$ cat config.mk
export PLATFORM = sky130hd
export DESIGN_NAME = spi_xfer_seq
export DESIGN_NICKNAME = d
export VERILOG_FILES = /design/src/rtl/spi_pkg.sv /design/src/rtl/spi_sync_fifo.sv /design/src/rtl/spi_xfer_seq.sv
export SDC_FILE = /design/constraint.sdc
export NUM_CORES = 1
export LEC_CHECK = 0
export BUFFER_PORTS_ARGS = -buffer_cell sky130_fd_sc_hd__buf_2
export CORE_MARGIN = 2
export CORE_UTILIZATION = 50
export DETAILED_ROUTE_END_ITERATION = 10
export GPL_TIMING_DRIVEN = 0
export PLACE_DENSITY = 0.7
export SKIP_CTS_REPAIR_TIMING = 1
export SLEW_MARGIN = 10
export SYNTH_ARGS = -nofsm -noshare
export SYNTH_HDL_FRONTEND = slang
export SYNTH_HIERARCHICAL = 1
export SYNTH_SLANG_ARGS = --single-unit
$ cat constraint.sdc
create_clock -name clk -period 2.95 [get_ports clk]
set_input_delay 0.59 -clock clk [delete_from_list [all_inputs] [get_ports clk]]
set_output_delay 0.59 -clock clk [all_outputs]
set_load 0.01 [all_outputs]
$ cat src/rtl/spi_pkg.sv
// Shared constants for the SPI transfer sequencer.
// Holds the sequencer state encoding and the default word width / FIFO depth.
package spi_pkg;

  localparam int SPI_DWIDTH = 8;
  localparam int SPI_DEPTH  = 4;

  localparam logic [2:0] S_IDLE      = 3'd0;
  localparam logic [2:0] S_SETUP     = 3'd1;
  localparam logic [2:0] S_ISSUE     = 3'd2;
  localparam logic [2:0] S_WAIT_BUSY = 3'd3;
  localparam logic [2:0] S_WAIT_DONE = 3'd4;
  localparam logic [2:0] S_HOLD      = 3'd5;

endpackage

$ cat src/rtl/spi_sync_fifo.sv
// Synchronous show-ahead FIFO used for both the TX and RX word buffers.
// A push is accepted when not full, or when full with a same-cycle pop.
module spi_sync_fifo
  import spi_pkg::*;
#(
  parameter int DWIDTH = SPI_DWIDTH,
  parameter int DEPTH  = SPI_DEPTH
) (
  input  logic              clk,
  input  logic              rst,
  input  logic              push,
  input  logic [DWIDTH-1:0] din,
  input  logic              pop,
  output logic [DWIDTH-1:0] dout,
  output logic              full,
  output logic              empty
);

  localparam int AW = (DEPTH > 1) ? $clog2(DEPTH) : 1;

  logic [DWIDTH-1:0] mem [DEPTH];
  logic [AW-1:0]     wr_ptr;
  logic [AW-1:0]     rd_ptr;
  logic [AW:0]       count;
  logic              wr_en;
  logic              rd_en;

  assign full  = (32'(count) == DEPTH);
  assign empty = (count == '0);
  assign rd_en = pop && !empty;
  assign wr_en = push && (!full || pop);
  assign dout  = mem[rd_ptr];

  // Storage array; contents need no reset since empty masks them.
  always_ff @(posedge clk) begin
    if (wr_en) mem[wr_ptr] <= din;
  end

  // Pointers wrap naturally because DEPTH is a power of two.
  always_ff @(posedge clk or negedge rst) begin
    if (!rst) begin
      wr_ptr <= '0;
      rd_ptr <= '0;
      count  <= '0;
    end else begin
      if (wr_en) wr_ptr <= wr_ptr + 1'b1;
      if (rd_en) rd_ptr <= rd_ptr + 1'b1;
      unique case ({wr_en, rd_en})
        2'b10:   count <= count + 1'b1;
        2'b01:   count <= count - 1'b1;
        default: count <= count;
      endcase
    end
  end

endmodule

$ cat src/rtl/spi_xfer_seq.sv
// Sequencer feeding len words from a TX FIFO through an spi_core host port.
// Define SPI_XFER_SEQ_IRQ_EN to add a one-cycle completion irq output.
module spi_xfer_seq
  import spi_pkg::*;
#(
  parameter int DWIDTH   = SPI_DWIDTH,
  parameter int DEPTH    = SPI_DEPTH,
  parameter int SS_SETUP = 2
) (
`ifdef SPI_XFER_SEQ_IRQ_EN
  output logic              irq,
`endif
  input  logic              clk,
  input  logic              rst,
  input  logic              start,
  input  logic [7:0]        len,
  input  logic [DWIDTH-1:0] tx_data,
  input  logic              tx_push,
  output logic              tx_full,
  output logic [DWIDTH-1:0] rx_data,
  input  logic              rx_pop,
  output logic              rx_empty,
  output logic              busy,
  output logic              rx_ovf,
  output logic              ss_n,
  output logic              core_cs,
  output logic              core_wr,
  output logic              core_rd,
  output logic [DWIDTH-1:0] core_din,
  input  logic [DWIDTH-1:0] core_dout,
  input  logic              core_done
);

  localparam int         SETUP_LAST = (SS_SETUP > 0) ? SS_SETUP - 1 : 0;
  localparam logic [7:0] TMR_LAST   = 8'(SETUP_LAST);

  logic [2:0]        state;
  logic [7:0]        cnt;
  logic [7:0]        tmr;
  logic [DWIDTH-1:0] tx_head;
  logic              tx_empty;
  logic              rx_full;
  logic              issue;
  logic              cap;
  logic              drop;

  assign core_rd = 1'b0;
  assign issue   = (state == S_ISSUE) && !tx_empty && core_done;
  assign cap     = (state == S_WAIT_DONE) && core_done;
  assign drop    = cap && rx_full && !rx_pop;

  spi_sync_fifo #(
    .DWIDTH (DWIDTH),
    .DEPTH  (DEPTH)
  ) u_tx_fifo (
    .clk   (clk),
    .rst   (rst),
    .push  (tx_push),
    .din   (tx_data),
    .pop   (issue),
    .dout  (tx_head),
    .full  (tx_full),
    .empty (tx_empty)
  );

  spi_sync_fifo #(
    .DWIDTH (DWIDTH),
    .DEPTH  (DEPTH)
  ) u_rx_fifo (
    .clk   (clk),
    .rst   (rst),
    .push  (cap),
    .din   (core_dout),
    .pop   (rx_pop),
    .dout  (rx_data),
    .full  (rx_full),
    .empty (rx_empty)
  );

  // Transaction FSM; core strobes are single-cycle and default low.
  always_ff @(posedge clk or negedge rst) begin
    if (!rst) begin
      state    <= S_IDLE;
      cnt      <= '0;
      tmr      <= '0;
      busy     <= 1'b0;
      ss_n     <= 1'b1;
      rx_ovf   <= 1'b0;
      core_cs  <= 1'b0;
      core_wr  <= 1'b0;
      core_din <= '0;
`ifdef SPI_XFER_SEQ_IRQ_EN
      irq      <= 1'b0;
`endif
    end else begin
      core_cs <= 1'b0;
      core_wr <= 1'b0;
`ifdef SPI_XFER_SEQ_IRQ_EN
      irq     <= 1'b0;
`endif
      if (drop) rx_ovf <= 1'b1;
      unique case (state)
        S_IDLE: begin
          if (start && len != 8'd0) begin
            cnt    <= len;
            tmr    <= '0;
            rx_ovf <= 1'b0;
            ss_n   <= 1'b0;
            busy   <= 1'b1;
            state  <= S_SETUP;
          end
        end
        S_SETUP: begin
          if (tmr == TMR_LAST) state <= S_ISSUE;
          else tmr <= tmr + 8'd1;
        end
        S_ISSUE: begin
          if (issue) begin
            core_cs  <= 1'b1;
            core_wr  <= 1'b1;
            core_din <= tx_head;
            state    <= S_WAIT_BUSY;
          end
        end
        S_WAIT_BUSY: begin
          if (!core_done) state <= S_WAIT_DONE;
        end
        S_WAIT_DONE: begin
          if (core_done) begin
            cnt   <= cnt - 8'd1;
            tmr   <= '0;
            state <= (cnt == 8'd1) ? S_HOLD : S_ISSUE;
          end
        end
        S_HOLD: begin
          if (tmr == TMR_LAST) begin
            ss_n  <= 1'b1;
            busy  <= 1'b0;
            state <= S_IDLE;
`ifdef SPI_XFER_SEQ_IRQ_EN
            irq   <= 1'b1;
`endif
          end else begin
            tmr <= tmr + 8'd1;
          end
        end
        default: state <= S_IDLE;
      endcase
    end
  end

endmodule

# Word level (Yosys, flattened, before mapping)

Memories as Yosys holds them, arrays and structs flattened. A register that Yosys moved wholly into a read port is not among the register bits.
Index checks and enable logic that the tools add are counted.

Memories: 2
Flip-flop bits (word level): 37
Logic and storage cells: 110
Memory bits (writable): 64
Output and inout port bits: 24
Bits of input ports: 30
Bits in read-only memories: 0
Bits in latches: 0

$lt $le $gt $ge: 0
Mux-type cells: 32
Bitwise gates (word level): 0
Multiply operators: 0
Eq/ne operators: 20
Reductions and logical operators: 33
Shift operators: 0
Divide/modulo/power cells: 0
Add/sub/neg operators: 10

Memory list:

| name          | words | width | read ports | clocked after Yosys merged registers in | wr ports | line                | text |
|---|---|---|---|---|---|---|---|
| u_rx_fifo.mem | 4     | 8     | 1          | 0                                       | 1        | spi_sync_fifo.sv:21 | `logic [DWIDTH-1:0] mem [DEPTH];` |
| u_tx_fifo.mem | 4     | 8     | 1          | 1                                       | 1        | spi_sync_fifo.sv:21 |  |

Operator list:

| cell                                                               | count |
|---|---|
| 8-bit two-way mux                                                  | 5 |
| 8-bit one-hot mux with 3 select lines                              | 1 |
| 3-bit two-way mux                                                  | 7 |
| 3-bit one-hot mux with 6 select lines                              | 1 |
| 8-bit by 1-bit == test with 1-bit output, second input constant    | 2 |
| 8-bit one-hot mux with 2 select lines                              | 1 |
| 1-bit two-way mux                                                  | 13 |
| 3-bit == test, second input constant                               | 4 |
| 2-bit != test, second input constant                               | 6 |
| 3-bit one-hot mux with 2 select lines                              | 2 |
| 1-bit logical AND                                                  | 10 |
| 3-bit logical NOT                                                  | 3 |
| 2-bit by 1-bit adder with 2-bit output, second input constant      | 4 |
| 8-bit by 1-bit adder with 8-bit output, second input constant      | 1 |
| 2-bit nonzero test                                                 | 4 |
| 8-bit nonzero test                                                 | 1 |
| 8-bit by 1-bit subtractor with 8-bit output, second input constant | 1 |
| 3-bit by 1-bit adder with 3-bit output, second input constant      | 2 |
| 3-bit by 2-bit == test with 1-bit output, second input constant    | 2 |
| 1-bit logical NOT                                                  | 6 |
| 3-bit AND reduction                                                | 2 |
| 6-bit AND reduction                                                | 1 |
| 3-bit by 1-bit subtractor with 3-bit output, second input constant | 2 |
| 2-bit by 1-bit == test with 1-bit output, second input constant    | 2 |
| other kinds (9)                                                    | 12 |

# Logic depth before layout (Yosys ltp)

Gate-level depths: netlist (run 1).

Depth in word-level cells: 8
Gate-level depth with buffers: 12
Depth with buffers taken out: 11

# Cells and area by module

The synthesis (run 1) kept the hierarchy.

By module, submodules not included:

| module        | cells an instance | seq. area each (µm²) | area an instance (µm²) | times used |
|---|---|---|---|---|
| spi_sync_fifo | 80                | 1,136.1              | 1,587.8                | 2 |
| spi_xfer_seq  | 180               | 777.0                | 1,826.8                | 1 |

# Worst setup path before layout (run 1)

Ideal clock, no wire load.

Path kind: input port to flip-flop
Start point: input core_done
End point: register u_tx_fifo.count[2]
Setup time: 79 ps
Cell stages on the path: 9
Slack: 285 ps
Arrival time: 2,585 ps
Required time: 2,871 ps
Buffers on the path: 0
Cells stage by stage: or3b_2 -> nor2_2 -> o31a_2 -> ha_1 -> inv_1 -> fa_1 -> xor2_1 -> nor2_1 -> xor2_1

RTL lines:

| element                                                                            | line                | text |
|---|---|---|
| start, declared                                                                    | spi_xfer_seq.sv:31  | `input logic core_done` |
| 1-bit logical AND (*)                                                              | spi_xfer_seq.sv:48  | `assign issue = (state == S_ISSUE) && !tx_empty && core_done;` |
| net issue                                                                          | spi_xfer_seq.sv:43  | `logic issue;` |
| 1-bit logical AND (*)                                                              | spi_sync_fifo.sv:30 | `assign rd_en = pop && !empty;` |
| net u_tx_fifo.rd_en                                                                | spi_sync_fifo.sv:26 | `logic rd_en;` |
| 2-bit by 1-bit == test with 1-bit output / 2-bit == test (equally long branches)   | spi_sync_fifo.sv:48 | `unique case ({wr_en, rd_en})` |
| 3-bit one-hot mux with 2 select lines / 2-bit nonzero test (equally long branches) | -                   |  |
| end signal, assigned                                                               | spi_sync_fifo.sv:49 | `2'b10: count <= count + 1'b1;` |
| end signal, assigned                                                               | spi_sync_fifo.sv:50 | `2'b01: count <= count - 1'b1;` |
| end signal, assigned                                                               | spi_sync_fifo.sv:51 | `default: count <= count;` |
| end, declared                                                                      | spi_sync_fifo.sv:24 | `logic [AW:0] count;` |

Mark *: on every way through the listed nets, which the timed path passes. The rest lies on a longest branch.
A chain may end at the register's enable or synchronous reset.

# Worst setup path after layout (run 1)

Start point: register state[0]
End point: register u_tx_fifo.count[2]

RTL lines:

| element                                                                            | line                | text |
|---|---|---|
| start, declared                                                                    | spi_xfer_seq.sv:37  | `logic [2:0] state;` |
| start signal, assigned                                                             | spi_xfer_seq.sv:132 | `state <= (cnt == 8'd1) ? S_HOLD : S_ISSUE;` |
| 3-bit by 2-bit == test with 1-bit output (*)                                       | spi_xfer_seq.sv:48  |  |
| 1-bit logical AND (*) (2 in a row)                                                 | spi_xfer_seq.sv:48  |  |
| net issue                                                                          | spi_xfer_seq.sv:43  |  |
| 1-bit logical AND (*)                                                              | spi_sync_fifo.sv:30 |  |
| net u_tx_fifo.rd_en                                                                | spi_sync_fifo.sv:26 |  |
| 2-bit by 1-bit == test with 1-bit output / 2-bit == test (equally long branches)   | spi_sync_fifo.sv:48 |  |
| 3-bit one-hot mux with 2 select lines / 2-bit nonzero test (equally long branches) | -                   |  |

Marks and branches as above.

==> reports/qor.log, run 1 <==
[yosys] fraction of registers with async set/reset 41.3%
[detailed_routing] total via count after detailed routing 2982
[yosys] FF+latch count, synth 109
[grt] overall fraction of global-route tracks in use 17.9%
[timing] FMAX 359 MHz
[cts] number of CTS-inserted buffers 9
[layout] nets 449
[floorplanning] x dimension of the die 104 um
[grt] initial antenna violation count 0
[timing] Hold Violations, Final 0
[grt] first-pass GRT wire length 15.2 mm
[floorplanning] die outline height 104 um
[yosys] number of warning messages in the yosys log 6
[setup_path] largest fanout on the critical path 10
[floorplanning] starting utilization of the core area 51.4%
[layout] Antenna Diode Count 0
[setup_path] type of origin of the critical path flip-flop
[layout] fillers 809
[yosys] Cell variety after synth 62
[cts] number of buffers on the longest clock path 2
[job] Maximum Capacitance Violations 0
[grt] leftover overflow at the end of global routing 0
[cts] root cell of the clock tree sky130_fd_sc_hd__clkbuf_8
[detailed_routing] Initial DRC Count 145
[grt] via count of the first global-routing pass 3041
[yosys] most area-hungry cell type in the Yosys netlist sky130_fd_sc_hd__edfxtp_1
[yosys] dominant cells by area after synthesis sky130_fd_sc_hd__edfxtp_1 (38%), sky130_fd_sc_hd__dfrtp_1 (22%), sky130_fd_sc_hd__mux4_2 (7.2%)
[detailed_routing] Final ANT Viol Nets 0
[grt] global routing usage on met1 24.3%
[power_and_ir_drop] overall power after layout 4970 uW
[timing] worst slew margin relative to its limit 31.4%
[timing] final worst path period share 94.4%
[timing] unrepaired setup endpoints after global routing no
[place] global placement routability congestion 0.826
[layout] area growth from synthesis to final layout 12.4%
[yosys] net count after synthesis 386
[setup_path] Arr. time, crit path 3.09 ns
[timing] slew of the pin with the lowest slew margin 1.03 ns
[yosys] Post-Syn Area 5000 um2
[yosys] number of enable-type register cells in the synthesized netlist 64
[place] DPL Wire Length 6.30 mm
[timing] final setup violation count 0
[cts] clock network latency to the later pin of the worst-skew pair 0.38 ns
[detailed_routing] final routed wire length divided by cell count 16.6 um
[cts] Max H-tree Level 3
[cts] CTS sink cnt 109
[power_and_ir_drop] peak supply drop 0.000473 V
[layout] share of final-layout standard cells stronger than drive strength 1 31.9%
[floorplanning] number of ports placed on the die boundary 54
[yosys] post-synthesis sequential area ratio 61.0%
[grt] layer with the highest usage after global routing met2
[detailed_routing] residual DRC count 0
[detailed_routing] ratio of routed vias to standard cells 5.51
[detailed_routing] Pre-antenna DRT Iters 4
[timing] final critical-path setup slack 0.166 ns
[timing] total count of max-transition violations in the final report 0
[cts] CTS tree done
[floorplanning] Core Area 9730 um2
[timing] final critical path time including I/O delays and setup 2.78 ns
[setup_path] CP Class flip-flop to flip-flop
[power_and_ir_drop] pwr dens 884 nW/um2
[yosys] top cells by count, synth sky130_fd_sc_hd__edfxtp_1 (64), sky130_fd_sc_hd__dfrtp_1 (44), sky130_fd_sc_hd__inv_1 (23), sky130_fd_sc_hd__mux4_2 (16)
[grt] maximum number of pins on one net before global-route repair 46
[setup_path] endpoint type of the worst setup path flip-flop
[yosys] most repeated cell in the gate-level netlist after synthesis sky130_fd_sc_hd__edfxtp_1
[detailed_routing] Post-Route WL 8.99 mm
[yosys] mean cell area of the mapped netlist 14.7 um2
[yosys] cell count after synthesis 340
[floorplanning] Rows 36
[grt] global-route met3 utilization 3.76%
[hold_path] hold crit path type primary input to async pin
[place] Port Buffer Count 52
[place] worst slack after detailed placement -0.256 ns
[timing] clock tree skew after final layout 0.00946 ns
[setup_path] endpoint required time on the critical path 3.25 ns
[run_status] status finished, final reports clean
[cts] clock input transition at the sequential cells of the worst setup and hold paths 0.10 ns
[floorplanning] die area 10800 um2
[grt] GRT met2 Usage 29.0%
[power_and_ir_drop] Static Leakage 0.00221 uW
[yosys] dominant register cell in the synthesized netlist sky130_fd_sc_hd__edfxtp_1
[setup_path] minimum setup slack among reg-to-reg paths 0.17 ns
[yosys] area share of the largest cell type after synthesis 38.4%
==> cells by family after synthesis <==
kind of cell	share of synthesized area (%)
other	0.0750
multiplexers	11.0
buffers and inverters	2.88
AND/OR/NAND/NOR	9.15
XOR/XNOR	2.28
AO/OA/AOI/OAI	9.33
flip-flops	61.0
adder cells (fa/ha/maj)	4.30
==> where the power goes <==
| part | switching, uW | total [uW] | internal [uW] |
|---|---|---|---|
| Clock | 530 | 857 | 327 |
| Combinational | 966 | 1870 | 900 |
| Sequential | 241 | 2240 | 2000 |
==> area by class of cell <==
class | instances | area (um2) | share of cell area (%)
repair buffers | 52 | 260 | 4.63
multi-input cells | 196 | 1820 | 32.3
well taps | 133 | 166 | 2.96
plain buffers | 12 | 58.8 | 1.05
flip-flops and latches | 109 | 3050 | 54.2
clock inverters | 6 | 56.3 | 1.00
clock buffers | 10 | 128 | 2.27
inverters | 23 | 86.3 | 1.54
==> registers in the layout, indices dropped and copies added (netlist names) <==
register and count:
busy 1, cnt 8, core_din 8, core_wr 1
rx_ovf 1, ss_n 1, state 3, tmr 8
u_rx_fifo/count 3, u_rx_fifo/mem 32, u_rx_fifo/rd_ptr 2, u_rx_fifo/wr_ptr 2
u_tx_fifo/count 3, u_tx_fifo/mem 32, u_tx_fifo/rd_ptr 2, u_tx_fifo/wr_ptr 2
==> worst max-delay path, stage by stage, from the launching register on <==
cell and delay [ns]:
sky130_fd_sc_hd__dfrtp_1 0.37, sky130_fd_sc_hd__buf_2 0.17, sky130_fd_sc_hd__or3b_2 0.53, sky130_fd_sc_hd__nor2_4 0.33, sky130_fd_sc_hd__o31a_2 0.27, sky130_fd_sc_hd__ha_1 0.19, sky130_fd_sc_hd__inv_1 0.06, sky130_fd_sc_hd__fa_1 0.37
sky130_fd_sc_hd__xor2_1 0.15, sky130_fd_sc_hd__nor2_1 0.12, sky130_fd_sc_hd__xor2_1 0.16
==> placed cells by master (no fill, tap or decap), drive strengths merged, types with 6 or more instances in the layout <==
master / instances
xnor2: 7
a21oi: 8
o21ai: 6
mux2i: 6
mux2: 11
nor2: 15
nand2: 11
clkbuf: 14
nor3: 6
dfrtp: 44
inv: 27
a31oi: 6
and2: 10
edfxtp: 64
ha: 14
mux4: 16
buf: 60
xor2: 6
==> layer usage <==
layer  vias up  share of wire [%]
met4         0                1.1
li1       1412                  -
met1      1520                 47
met3         7                2.8
met5         -                  0
met2        43                 49
==> metrics by stage <==
step	hold slack, ns	cells	util, %	instance area (um2)	TNS, ns
2_1_floorplan	0.294	340	-	5000	0
3_3_place_gp	0.469	525	55.8	5430	-0.189
3_5_place_dp	0.486	525	55.8	5430	-0.305
4_1_cts	0.407	541	57.7	5610	-0.0739
5_1_grt	0.408	541	57.8	5620	0
6_report	0.391	541	57.8	5620	0
==> path summary, 6_finish.rpt <==
check                             startpoint  cells past startpoint                   to
min in group clk                core_dout[6]                      1  u_rx_fifo/mem[3][6]
worst max register to register      state[0]                     10   u_tx_fifo/count[2]
worst min-delay path                     rst                      1               cnt[4]
max in group asynchronous                rst                      1   u_rx_fifo/count[2]
worst max-delay path                state[0]                     10   u_tx_fifo/count[2]
worst min register to register          ss_n                      2                 ss_n
(Power assumes the default switching activity.)
==> run 2: changes to the inputs <==
--- a/config.mk
+++ b/config.mk
@@ -6,7 +6,7 @@
 export NUM_CORES = 1
 export LEC_CHECK = 0
 export BUFFER_PORTS_ARGS = -buffer_cell sky130_fd_sc_hd__buf_2
-export CORE_MARGIN = 2
+export CORE_MARGIN = 4
 export CORE_UTILIZATION = 50
 export DETAILED_ROUTE_END_ITERATION = 10
 export GPL_TIMING_DRIVEN = 0
==> constraint.sdc (replaced) <==
create_clock -name clk -period 2.9 [get_ports clk]
set_input_delay 0.58 -clock clk [delete_from_list [all_inputs] [get_ports clk]]
set_output_delay 0.58 -clock clk [all_outputs]
set_load 0.01 [all_outputs]
==> run 2 against run 1 <==
  * Register-to-register slack got worse by 0.05 ns
  * Global-route usage fell by 1.5 points
  * Core utilization rose by 0.13 points
  * Count of clock-buffer cells in the layout did not move
  * Combinational power barely moved
  * Non-clock buffer count did not move
  * Flip-flop and latch count did not move
  * Setup slack got worse by 0.051 ns
  * Wire length fell by 1.5%
  * Cell count did not move
  * Clock power rose by 17%
  * Sequential power rose by 2%
  * Largest power group unchanged
==> reports/qor.log, run 2 (same netlist as run 1, synthesis figures left out) <==
[timing] tightest hold margin 0.398 ns
[grt] GRT met2 Usage 25.8%
[place] number of cells in the design after placement 525
[timing] final critical-path setup slack 0.115 ns
[grt] layer with the highest usage after global routing met2
[layout] highest-count cells in the layout ignoring fill and taps sky130_fd_sc_hd__edfxtp_1 (64), sky130_fd_sc_hd__buf_2 (56), sky130_fd_sc_hd__dfrtp_1 (44)
[setup_path] destination of the worst register-to-register timing path u_tx_fifo/count[2]
[place] worst slack after detailed placement -0.271 ns
[grt] global-route met3 utilization 3.04%
[detailed_routing] ratio of routed vias to standard cells 5.54
[cts] clock input transition at the sequential cells of the worst setup and hold paths 0.10 ns
[cts] clock network latency to the later pin of the worst-skew pair 0.37 ns
[floorplanning] Core Area 9770 um2
[grt] initial antenna violation count 0
[layout] final cell count without fillers 541
[setup_path] critical path's top delay family simple AND/OR/NAND/NOR gates
[timing] total count of max-transition violations in the final report 0
[power_and_ir_drop] pwr dens 917 nW/um2
[floorplanning] die outline height 108 um
[layout] most common cell after layout, fill and taps aside sky130_fd_sc_hd__edfxtp_1
[timing] FMAX 359 MHz
[timing] final critical path time including I/O delays and setup 2.78 ns
[layout] registers with the most flip-flops u_rx_fifo/mem: 32 flops, u_tx_fifo/mem: 32 flops
[timing] final worst path period share 96.0%
[power_and_ir_drop] peak supply drop 0.000405 V
[detailed_routing] Post-Route WL 8.86 mm
[setup_path] minimum setup slack among reg-to-reg paths 0.12 ns
[cts] root cell of the clock tree sky130_fd_sc_hd__clkbuf_8
[grt] maximum number of pins on one net before global-route repair 46
[timing] unrepaired setup endpoints after global routing yes
[floorplanning] x dimension of the die 108 um
[setup_path] type of origin of the critical path flip-flop
[setup_path] largest fanout on the critical path 10
[layout] share of final-layout standard cells stronger than drive strength 1 31.1%
[setup_path] endpoint type of the worst setup path flip-flop
[floorplanning] starting utilization of the core area 51.2%
[cts] Max H-tree Level 3
[setup_path] maximum single-stage delay on the critical path 0.46 ns
[place] global placement routability congestion 0.810
[grt] overall fraction of global-route tracks in use 16.4%
[hold_path] hold crit path type primary input to async pin
[layout] nets 449
[cts] CTS tree done
[detailed_routing] Pre-antenna DRT Iters 5
[power_and_ir_drop] overall power after layout 5190 uW
[detailed_routing] Initial DRC Count 107
[setup_path] cell at the slowest stage of the critical path sky130_fd_sc_hd__dfrtp_1
[layout] area growth from synthesis to final layout 13.2%
[detailed_routing] Final ANT Viol Nets 0
[grt] via count of the first global-routing pass 2998
[detailed_routing] final routed wire length divided by cell count 16.4 um
[setup_path] Arr. time, crit path 3.08 ns
[floorplanning] die area 11700 um2
[setup_path] startpoint of the lowest-slack register-to-register path state[1]
[timing] slew of the pin with the lowest slew margin 1.04 ns
[detailed_routing] total via count after detailed routing 2997
[floorplanning] number of ports placed on the die boundary 54
[setup_path] FF-to-FF path depth 10
[run_status] status finished, final reports clean
[cts] number of CTS-inserted buffers 9
[power_and_ir_drop] Static Leakage 0.00223 uW
[place] DPL Wire Length 6.12 mm
[floorplanning] Rows 36
[setup_path] endpoint required time on the critical path 3.20 ns
[job] Maximum Capacitance Violations 0
[timing] clock tree skew after final layout 0.0117 ns
[detailed_routing] residual DRC count 0
[grt] first-pass GRT wire length 14.8 mm
[layout] Antenna Diode Count 0
[timing] worst slew margin relative to its limit 30.3%
[setup_path] CP Class flip-flop to flip-flop
[grt] leftover overflow at the end of global routing 0
[setup_path] worst path cell trace clkbuf_1 > nand2_1 > nor2_4 > o31a_2 > ha_1 > inv_1 > fa_1 > xor2_1 > nor2_1 > xor2_1
[cts] CTS sink cnt 109
[setup_path] CP Buf/Inv Count 2
[timing] Hold Violations, Final 0
[setup_path] Top cell by count, worst path sky130_fd_sc_hd__xor2_1
[grt] global routing usage on met1 22.4%
[timing] final setup violation count 0
[place] Port Buffer Count 52
[cts] number of buffers on the longest clock path 2
[run 2: routing by layer]
layer / part of all wire [%] / vias up / wire (um)
li1: - / 1415 / -
met1: 46 / 1515 / 4060
met2: 49 / 56 / 4330
met3: 3.6 / 11 / 323
met4: 1.7 / 0 / 147
met5: 0 / - / 0
[run 2: cell type report]
cell class | count | area, um2
tap | 133 | 166
sequential | 109 | 3050
timing repair buffer | 52 | 260
clock buffer | 10 | 128
inverter | 23 | 86.3
buffer | 12 | 57.6
clock inverter | 6 | 92.6
multi-input combinational | 196 | 1820
fill | 818 | 4110
[run 2: metrics by stage]
step / area (um2) / TNS, ns / util, %
after floorplan: 5000 / 0 / -
after global placement: 5430 / -0.243 / 55.5
after detailed placement: 5430 / -0.334 / 55.5
after CTS: 5650 / -0.105 / 57.8
after global routing: 5660 / -0.0993 / 57.9
final: 5660 / 0 / 57.9
[run 2: worst max-delay path by stage]
stage                    from            endpoint  slack [ns]  depth (start not counted)
floorplan           core_done  u_tx_fifo/count[2]        0.25                          9
global placement    core_done  u_tx_fifo/count[2]       -0.21                         10
detailed placement  core_done  u_tx_fifo/count[2]       -0.27                         10
CTS                  state[0]  u_tx_fifo/count[2]       -0.11                         10
global route         state[1]  u_tx_fifo/count[2]        -0.1                         10
finish               state[1]  u_tx_fifo/count[2]        0.12                         10
[run 2: power by group]
group / total [uW] / leakage (uW) / switching (uW) / internal [uW]
registers: 2290 / 0.00112 / 249 / 2040
clock network: 1000 / 0.000110 / 509 / 495
logic: 1900 / 0.000997 / 981 / 917
